--- src/rtl/fft_bf_sequencer.sv ---
// Radix-2 DIF FFT butterfly sequencer: walks stages and butterflies, issues
// operand addresses and twiddle indices over a valid/ready handshake, waits
// BF_LAT cycles between stages, then pulses done.
// Optional bit-reversed readout phase enabled by defining FFT_BITREV_EN.
module fft_bf_sequencer #(
  parameter int unsigned N_LOG2 = 4,
  parameter int unsigned BF_LAT = 2,
  localparam int unsigned SW = (N_LOG2 > 2) ? $clog2(N_LOG2) : 1
) (
  input  logic              clk,
  input  logic              rst_n,
  input  logic              start,
  output logic              busy,
  output logic              done,
  output logic              bf_valid,
  input  logic              bf_ready,
  output logic [N_LOG2-1:0] addr_a,
  output logic [N_LOG2-1:0] addr_b,
  output logic [N_LOG2-1:0] tw_index,
  output logic [SW-1:0]     stage
`ifdef FFT_BITREV_EN
  ,
  output logic              br_valid,
  input  logic              br_ready,
  output logic [N_LOG2-1:0] br_addr
`endif
);

  localparam int unsigned DW = (BF_LAT > 1) ? $clog2(BF_LAT + 1) : 1;
  localparam logic [N_LOG2-1:0] KLast = N_LOG2'((1 << (N_LOG2 - 1)) - 1);
  localparam logic [SW-1:0] SLast = SW'(N_LOG2 - 1);

`ifdef FFT_BITREV_EN
  typedef enum logic [2:0] {StIdle, StIssue, StDrain, StBitrev, StDone} state_e;
  localparam state_e StFinal = StBitrev;
`else
  typedef enum logic [2:0] {StIdle, StIssue, StDrain, StDone} state_e;
  localparam state_e StFinal = StDone;
`endif

  state_e            state_q;
  logic [SW-1:0]     s_q;
  logic [N_LOG2-1:0] k_q;
  logic [DW-1:0]     cnt_q;
`ifdef FFT_BITREV_EN
  logic [N_LOG2-1:0] r_q;
`endif

  logic stage_last;
  assign stage_last = (s_q == SLast);

  // Sequencer FSM: stage/butterfly/drain counters and state transitions
  always_ff @(posedge clk) begin
    if (!rst_n) begin
      state_q <= StIdle;
      s_q     <= '0;
      k_q     <= '0;
      cnt_q   <= '0;
`ifdef FFT_BITREV_EN
      r_q     <= '0;
`endif
    end else begin
      case (state_q)
        StIdle: begin
          if (start) begin
            state_q <= StIssue;
            s_q     <= '0;
            k_q     <= '0;
          end
        end
        StIssue: begin
          if (bf_ready) begin
            if (k_q == KLast) begin
              k_q <= '0;
              if (BF_LAT == 0) begin
                // No drain interval: behave as if DRAIN expired immediately
                if (!stage_last) begin
                  s_q <= s_q + 1'b1;
                end else begin
                  state_q <= StFinal;
                end
              end else begin
                cnt_q   <= DW'(BF_LAT);
                state_q <= StDrain;
              end
            end else begin
              k_q <= k_q + 1'b1;
            end
          end
        end
        StDrain: begin
          if (cnt_q == DW'(1)) begin
            if (!stage_last) begin
              s_q     <= s_q + 1'b1;
              state_q <= StIssue;
            end else begin
              state_q <= StFinal;
            end
          end else begin
            cnt_q <= cnt_q - 1'b1;
          end
        end
`ifdef FFT_BITREV_EN
        StBitrev: begin
          if (br_ready) begin
            if (r_q == {N_LOG2{1'b1}}) begin
              state_q <= StDone;
            end else begin
              r_q <= r_q + 1'b1;
            end
          end
        end
`endif
        StDone: begin
          state_q <= StIdle;
          s_q     <= '0;
`ifdef FFT_BITREV_EN
          r_q     <= '0;
`endif
        end
        default: state_q <= StIdle;
      endcase
    end
  end

  // Butterfly addressing: insert a zero bit at position (N_LOG2-1-s) of k
  always_comb begin
    logic [SW-1:0]     sh;
    logic [N_LOG2-1:0] span, j, g, a;
    sh       = SLast - s_q;
    span     = N_LOG2'(1) << sh;
    j        = k_q & (span - 1'b1);
    g        = k_q >> sh;
    a        = ((g << sh) << 1) | j;
    addr_a   = '0;
    addr_b   = '0;
    tw_index = '0;
    if (state_q == StIssue) begin
      addr_a   = a;
      addr_b   = a + span;
      tw_index = j << s_q;
    end
  end

  // Status outputs decoded from the state register
  always_comb begin
    busy     = (state_q != StIdle);
    done     = (state_q == StDone);
    bf_valid = (state_q == StIssue);
    stage    = s_q;
  end

`ifdef FFT_BITREV_EN
  // Bit-reversed readout address
  always_comb begin
    br_valid = (state_q == StBitrev);
    br_addr  = '0;
    if (state_q == StBitrev) begin
      for (int i = 0; i < int'(N_LOG2); i++) begin
        br_addr[i] = r_q[N_LOG2-1-i];
      end
    end
  end
`endif

endmodule
--- config.mk ---
export PLATFORM = sky130hd
export DESIGN_NAME = fft_bf_sequencer
export DESIGN_NICKNAME = d
export VERILOG_FILES = /design/src/rtl/fft_bf_sequencer.sv
export SDC_FILE = /design/constraint.sdc
export NUM_CORES = 1
export LEC_CHECK = 0
export BUFFER_PORTS_ARGS = -buffer_cell sky130_fd_sc_hd__buf_2
export CORE_ASPECT_RATIO = 1.25
export CORE_MARGIN = 1
export CORE_UTILIZATION = 47
export DETAILED_ROUTE_END_ITERATION = 10
export PLACE_DENSITY_LB_ADDON = 0.15
export SYNTH_ARGS = -nofsm -noshare
export SYNTH_HDL_FRONTEND = slang
export SYNTH_SLANG_ARGS = --single-unit
--- constraint.sdc ---
create_clock -name clk -period 2.87 [get_ports clk]
set_clock_uncertainty 0.05 [all_clocks]
set_input_delay 0.574 -clock clk [delete_from_list [all_inputs] [get_ports clk]]
set_output_delay 0.574 -clock clk [all_outputs]
set_load 0.005 [all_outputs]
==> summary.md, run 1 <==
| Metric | Value |
|---|---|
| Status | complete, no violations |
| First-pass iteration count of the detailed router | 4 |
| # rows | 17 |
| Yosys Warn Count | 0 |
| Compound-Gate Fraction of Synth Area | 23.2% |
| CP Max Fanout | 4 |
| Clk root buf | clkbuf_4 |
| Critical path type | flip-flop to primary output |
| Hold Buf Count CTS | 0 |
| DP HPWL | 1540 um |
| Cells after Synth | 115 |
| Yosys reg bits | 10 |
| Fin util | 64.8% |
| PD cells | 344 nW/um^2 |
| DR WL/cell | 13.2 um |
| Library cells used by synthesis | 40 |
| Final routed DRC violation total | 0 |
| GPL Wtd Cong | 0.829 |
| Clock network power share | 31.0% |
| Nets | 154 |
| Share of post-route cells with drive strength above 1 | 33.1% |
| Antenna violations before repair | 0 |
| Cts bufs inserted | 3 |
| Post-layout min period | 2.82 ns |
| Vias in the first global route | 838 |
| Core area | 1790 sq um |
| Comb pwr share | 26.9% |
| GR Overflow Total | 0 |
| Die Ht | 51.0 um |
| Number of port buffers | 20 |
| Max VDD drop | 0.238 mV |
| Antenna cells | 0 |
| Max-Cap Viols | 0 |
| First-pass GRT wire length | 3330 um |
| FFs w/ async S/R, synth | 0% |
| CTS tree | done |
| P_sw | 0.000124 W |
| Simple-Gate Fraction of Synth Area | 27.3% |
| Seq pwr share | 42.1% |
| PnR worst setup slack | 0.0532 ns |
| Drt total wl | 2090 um |
| Area after DPL | 1030 sq um |
| Mapped cell area | 902 sq um |
| Largest family of logic cells by synthesized area | simple AND/OR/NAND/NOR gates |
| Largest net degree at the start of global routing | 16 |
| Via count | 902 |
| P_leak | 0.484 nW |
| Number of DRC markers in iteration 0 | 10 |
| Required @ worst endpoint | 2.25 ns |
| Clock Tree Buf Depth | 2 |
| Ys flop type | dfxtp_1 |
| Die Wd | 41.2 um |
| Number of flops mapped to enable cells by yosys | 0 |
| Htree depth | 1 |
| Skew-Pair Late Insertion Delay | 0.26 ns |
| Endpoints failing setup | 0 |
| Post-Synth XOR/XNOR Area | 4.85% |
| Sequential area share after synthesis | 22.2% |
| Mux contribution to synthesized area | 1.25% |
| Post-route clock period utilization | 98.1% |
| GRT Total Usage | 22.3% |
| Avg Inst Size Synth | 7.84 sq um |
| Reg clk slew, reported paths | 0.07 ns |
| Endpoint class of the critical path | primary output |
| Dpl ws | 0.0859 ns |
| Critical Path Start Type | flip-flop |
| Internal power | 0.000274 W |
| Peak Freq | 355 MHz |
| Fin. Hold Viols | 0 |
| Number of I/O pins | 21 |
| Routed Antenna Nets | 0 |
| Worst hold path class | flip-flop to flip-flop |
| Initial core utilization | 50.5% |
| Adder-Cell Fraction of Synth Area | 14.7% |
| P&R area growth vs syn | 28.4% |
| Vias per Instance | 5.71 |
| Power consumption | 0.000399 W |
| Post-Synthesis Net Count | 129 |
| Fin area | 1160 sq um |
| RSZ-0062 raised after global routing | true |
| Max Slew Vio Count | 0 |
| Sw Ratio | 31.2% |
| Crit path DAT | 2.19 ns |
| Placed Cells | 152 |
| Final cell count without fillers | 158 |
| TritonCTS Sinks | 10 |
| Die footprint | 2100 sq um |
[power by group through the flow]
stage               Sequential, W  Clock, W  Combinational, W
finish                   0.000168  0.000124          0.000107
global route             0.000170  0.000137          0.000124
CTS                      0.000168  0.000131          0.000108
detailed placement       0.000171         0          0.000106
global placement         0.000170         0          0.000104
floorplan                0.000159         0         0.0000890
[cell usage in the layout, fill, tap and decap left out, types with 2 or more instances in the layout]
cell type and count:
a21oi_2 2, o21ai_0 5, nand2b_1 4, clkbuf_4 3, buf_2 20, dfxtp_1 8, and2_1 4, nand2_1 4
nor4b_1 2, buf_4 6, xor2_1 2, nor2_1 14, nand4b_1 2, o211ai_1 2, ha_1 5, o21a_1 2
nand3_1 2, a211oi_1 4, inv_1 5, a21oi_1 10, xnor2_1 2, ha_4 4, nor3b_1 2, nand4_1 2
[critical path, cell delays in order (launching register included)]
cell	delay [ns]
dfxtp_4	0.39
inv_4	0.05
ha_4	0.18
xnor2_2	0.14
and2_4	0.17
a31o_4	0.22
ha_4	0.16
a21oi_2	0.13
xor2_1	0.19
xnor2_1	0.13
nor2_1	0.06
buf_2	0.12
[final cells by class]
class	instances	area, sq um
repair buffers	26	145
clock buffers	4	36.3
multi-input cells	92	719
flip-flops and latches	10	205
well taps	19	23.8
fillers	156	628
inverters	7	28.8
[state kept, by name, summed over array words and instances, names as in the netlist]
signal	count
state_q	2
stage	2
cnt_q	2
k_q	4
[worst paths after layout]
path	end	from	cells after the start	slack, ns
min reg2reg	cnt_q[1]	cnt_q[1]	2	0.45
max reg2reg	cnt_q[0]	state_q[1]	5	1.26
max	addr_b[3]	stage[0]	11	0.05
min	cnt_q[1]	cnt_q[1]	2	0.45
[per-layer routing]
layer / part of all wire [%] / track usage (%) / vias up / wire length (um)
li1: - / - / 451 / -
met1: 42 / 23.7 / 428 / 877
met2: 55 / 40.9 / 21 / 1140
met3: 2.5 / 1.74 / 2 / 52
met4: 0.67 / 9.68 / 0 / 14
met5: 0 / 0 / - / 0
[synthesized netlist by cell type (all sizes together), types with 2 or more instances]
library cell | count | share of area [%]
nor4b | 2 | 1.9
ha | 9 | 12
nand2 | 4 | 1.7
a21oi | 12 | 7.1
inv | 6 | 2.5
o211ai | 2 | 1.7
xor2 | 2 | 1.9
nor2 | 14 | 5.8
buf | 3 | 1.9
o21a | 2 | 1.7
a211oi | 4 | 3.3
clkbuf | 3 | 1.2
dfxtp | 10 | 22
nor3b | 2 | 1.7
nand4 | 2 | 1.4
nand3 | 2 | 1.1
o21ai | 5 | 2.8
xnor2 | 3 | 2.9
nand4b | 2 | 1.9
and2 | 5 | 3.5
nand2b | 5 | 4.3
[cells by family after synthesis]
| kind of cell | after synthesis |
|---|---|
| adders and majority gates | 10 |
| muxes | 1 |
| DFF | 10 |
| buffers and inverters | 13 |
| AOI/OAI and AO/OA | 32 |
| xor gates and xnor gates | 5 |
| and+or+nand+nor | 43 |
| other | 1 |
[through the flow]
step                      TNS [ns]  hold slack, ns
after detailed placement         0           0.441
final                            0           0.447
after global routing        -0.185           0.493
after global placement           0           0.412
after CTS                        0           0.452
after floorplan                  0           0.400
[repair_timing]
item	4_1_cts	5_1_grt
endpoints found under the setup margin	3	3
resized for setup	8	8
buffers inserted	1	1
pin swaps	3	6
(Power assumes the default switching activity.)
==> run 2: changes to the inputs <==
- CORE_UTILIZATION: 47 -> 41
- SKIP_CTS_REPAIR_TIMING: not set -> 1
==> summary.md, run 2 (synthesis results as in run 1) <==
| Metric | Value |
|---|---|
| Htree depth | 1 |
| Antenna cells | 0 |
| Peak Freq | 356 MHz |
| Endpoints failing setup | 0 |
| Critical Path Start Type | flip-flop |
| Slowest stage delay, CP | 0.38 ns |
| CTS tree | done |
| Worst path slowest cell | dfxtp_4 |
| Via count | 901 |
| Post-layout min period | 2.81 ns |
| Drt total wl | 2180 um |
| Worst hold path class | flip-flop to flip-flop |
| Max reg flops | 4 |
| Max VDD drop | 0.218 mV |
| Vias in the first global route | 822 |
| Endpoint class of the critical path | primary output |
| Clk root buf | clkbuf_4 |
| Failing checks | design-rule violations |
| Most frequent cells in the layout | buf_2 (20), nor2_1 (14), a21oi_1 (10) |
| Max Slew Vio Count | 0 |
| # rows | 18 |
| Die Wd | 44.0 um |
| Die footprint | 2390 sq um |
| Crit path DAT | 2.18 ns |
| CP Max Fanout | 4 |
| Cts bufs inserted | 3 |
| First-pass GRT wire length | 3530 um |
| Share of post-route cells with drive strength above 1 | 32.6% |
| Reg clk slew, reported paths | 0.07 ns |
| Final routed DRC violation total | 2 |
| Die Ht | 54.4 um |
| Nets | 154 |
| GPL Wtd Cong | 0.797 |
| Reg area | 208 sq um |
| Largest net degree at the start of global routing | 16 |
| Vias per Instance | 5.70 |
| P&R area growth vs syn | 25.9% |
| Required @ worst endpoint | 2.25 ns |
| Number of port buffers | 20 |
| Clock Tree Buf Depth | 2 |
| Critical Path, Cell by Cell | inv_2 > ha_4 > xnor2_2 > and2_4 > a31o_4 > ha_2 > a21oi_2 > xor2_1 > xnor2_1 > nor2_1 > buf_2 |
| Critical path type | flip-flop to primary output |
| DR WL/cell | 13.8 um |
| Number of fill cells | 201 |
| Antenna violations before repair | 0 |
| First-pass iteration count of the detailed router | 9 |
| Dpl ws | 0.0962 ns |
| Skew-Pair Late Insertion Delay | 0.26 ns |
| Area of the multi-input gates | 709 sq um |
| Number of I/O pins | 21 |
| GRT Total Usage | 19.6% |
| Status | finished, violations left |
| Final hold slack | 0.429 ns |
| Fin. Hold Viols | 0 |
| TritonCTS Sinks | 10 |
| Largest reg by FF count | k_q |
| P_leak | 0.476 nW |
| Commonest non-fill, non-tap cell in the layout | buf_2 |
| Routed Antenna Nets | 0 |
| GR Overflow Total | 0 |
| Initial core utilization | 44.5% |
| Number of DRC markers in iteration 0 | 13 |
| Core area | 2030 sq um |
| PD cells | 328 nW/um^2 |
| DP HPWL | 1580 um |
| Post-route clock period utilization | 97.9% |
| Max-Cap Viols | 0 |
| PnR worst setup slack | 0.0616 ns |
-- run 2: cell types whose count changed in the layout (fill, tap and decap cells not counted) --
cell | previous run | this run
dfxtp_2 | 1 | 0
dfxtp_4 | 1 | 2
clkbuf_8 | 1 | 0
inv_2 | 0 | 1
ha_2 | 0 | 1
ha_4 | 4 | 3
inv_4 | 1 | 0
-- run 2: critical path, delay by kind of cell, from the launching register on --
family / cells / cell delay (ns)
AO/OA/AOI/OAI: 2 / 0.36
XOR/XNOR: 3 / 0.45
adder cells (fa/ha/maj): 2 / 0.34
buffers and inverters: 2 / 0.17
flip-flops: 1 / 0.38
AND/OR/NAND/NOR: 2 / 0.22
-- run 2: power breakdown --
| part | leakage (nW) | internal (W) | switching [W] |
|---|---|---|---|
| sequential | 0.0831 | 0.000148 | 0.0000184 |
| combinational | 0.379 | 0.0000485 | 0.0000611 |
| clock | 0.0138 | 0.0000484 | 0.0000478 |
| total | 0.476 | 0.000245 | 0.000127 |
-- run 2: final timing paths --
kind / from / end / slack, ns / cells after the start
setup / recovery: stage[0] / addr_b[3] / 0.06 / 11
setup reg to reg: state_q[1] / cnt_q[0] / 1.23 / 5
hold / removal: cnt_q[1] / cnt_q[1] / 0.43 / 2
hold reg to reg: cnt_q[1] / cnt_q[1] / 0.43 / 2
-- run 2: layout make-up --
type / count / area share [%]
multi-input cells: 92 / 62.4
clock buffers: 3 / 1.98
well taps: 20 / 2.20
flip-flops and latches: 10 / 18.3
repair buffers: 26 / 12.8
inverters: 7 / 2.31
-- run 2: routing by layer --
metal | routed length, um | part of all wire (%) | GRT usage, %
met1 | 915 | 42 | 22.4
met2 | 1180 | 54 | 37.6
met3 | 60 | 2.8 | 0.990
met4 | 17 | 0.78 | 8.08
met5 | 0 | 0 | 0
-- run 2: per-stage QoR --
stage	util, %	cells	setup TNS [ns]	power [W]	area [sq um]
after global routing	56.0	158	-0.00739	0.000397	1140
after global placement	50.7	153	0	0.000276	1030
after detailed placement	50.7	153	0	0.000278	1030
after CTS	51.9	156	-0.336	0.000373	1050
final	56.0	158	0	0.000372	1140
after floorplan	-	115	0	0.000248	902
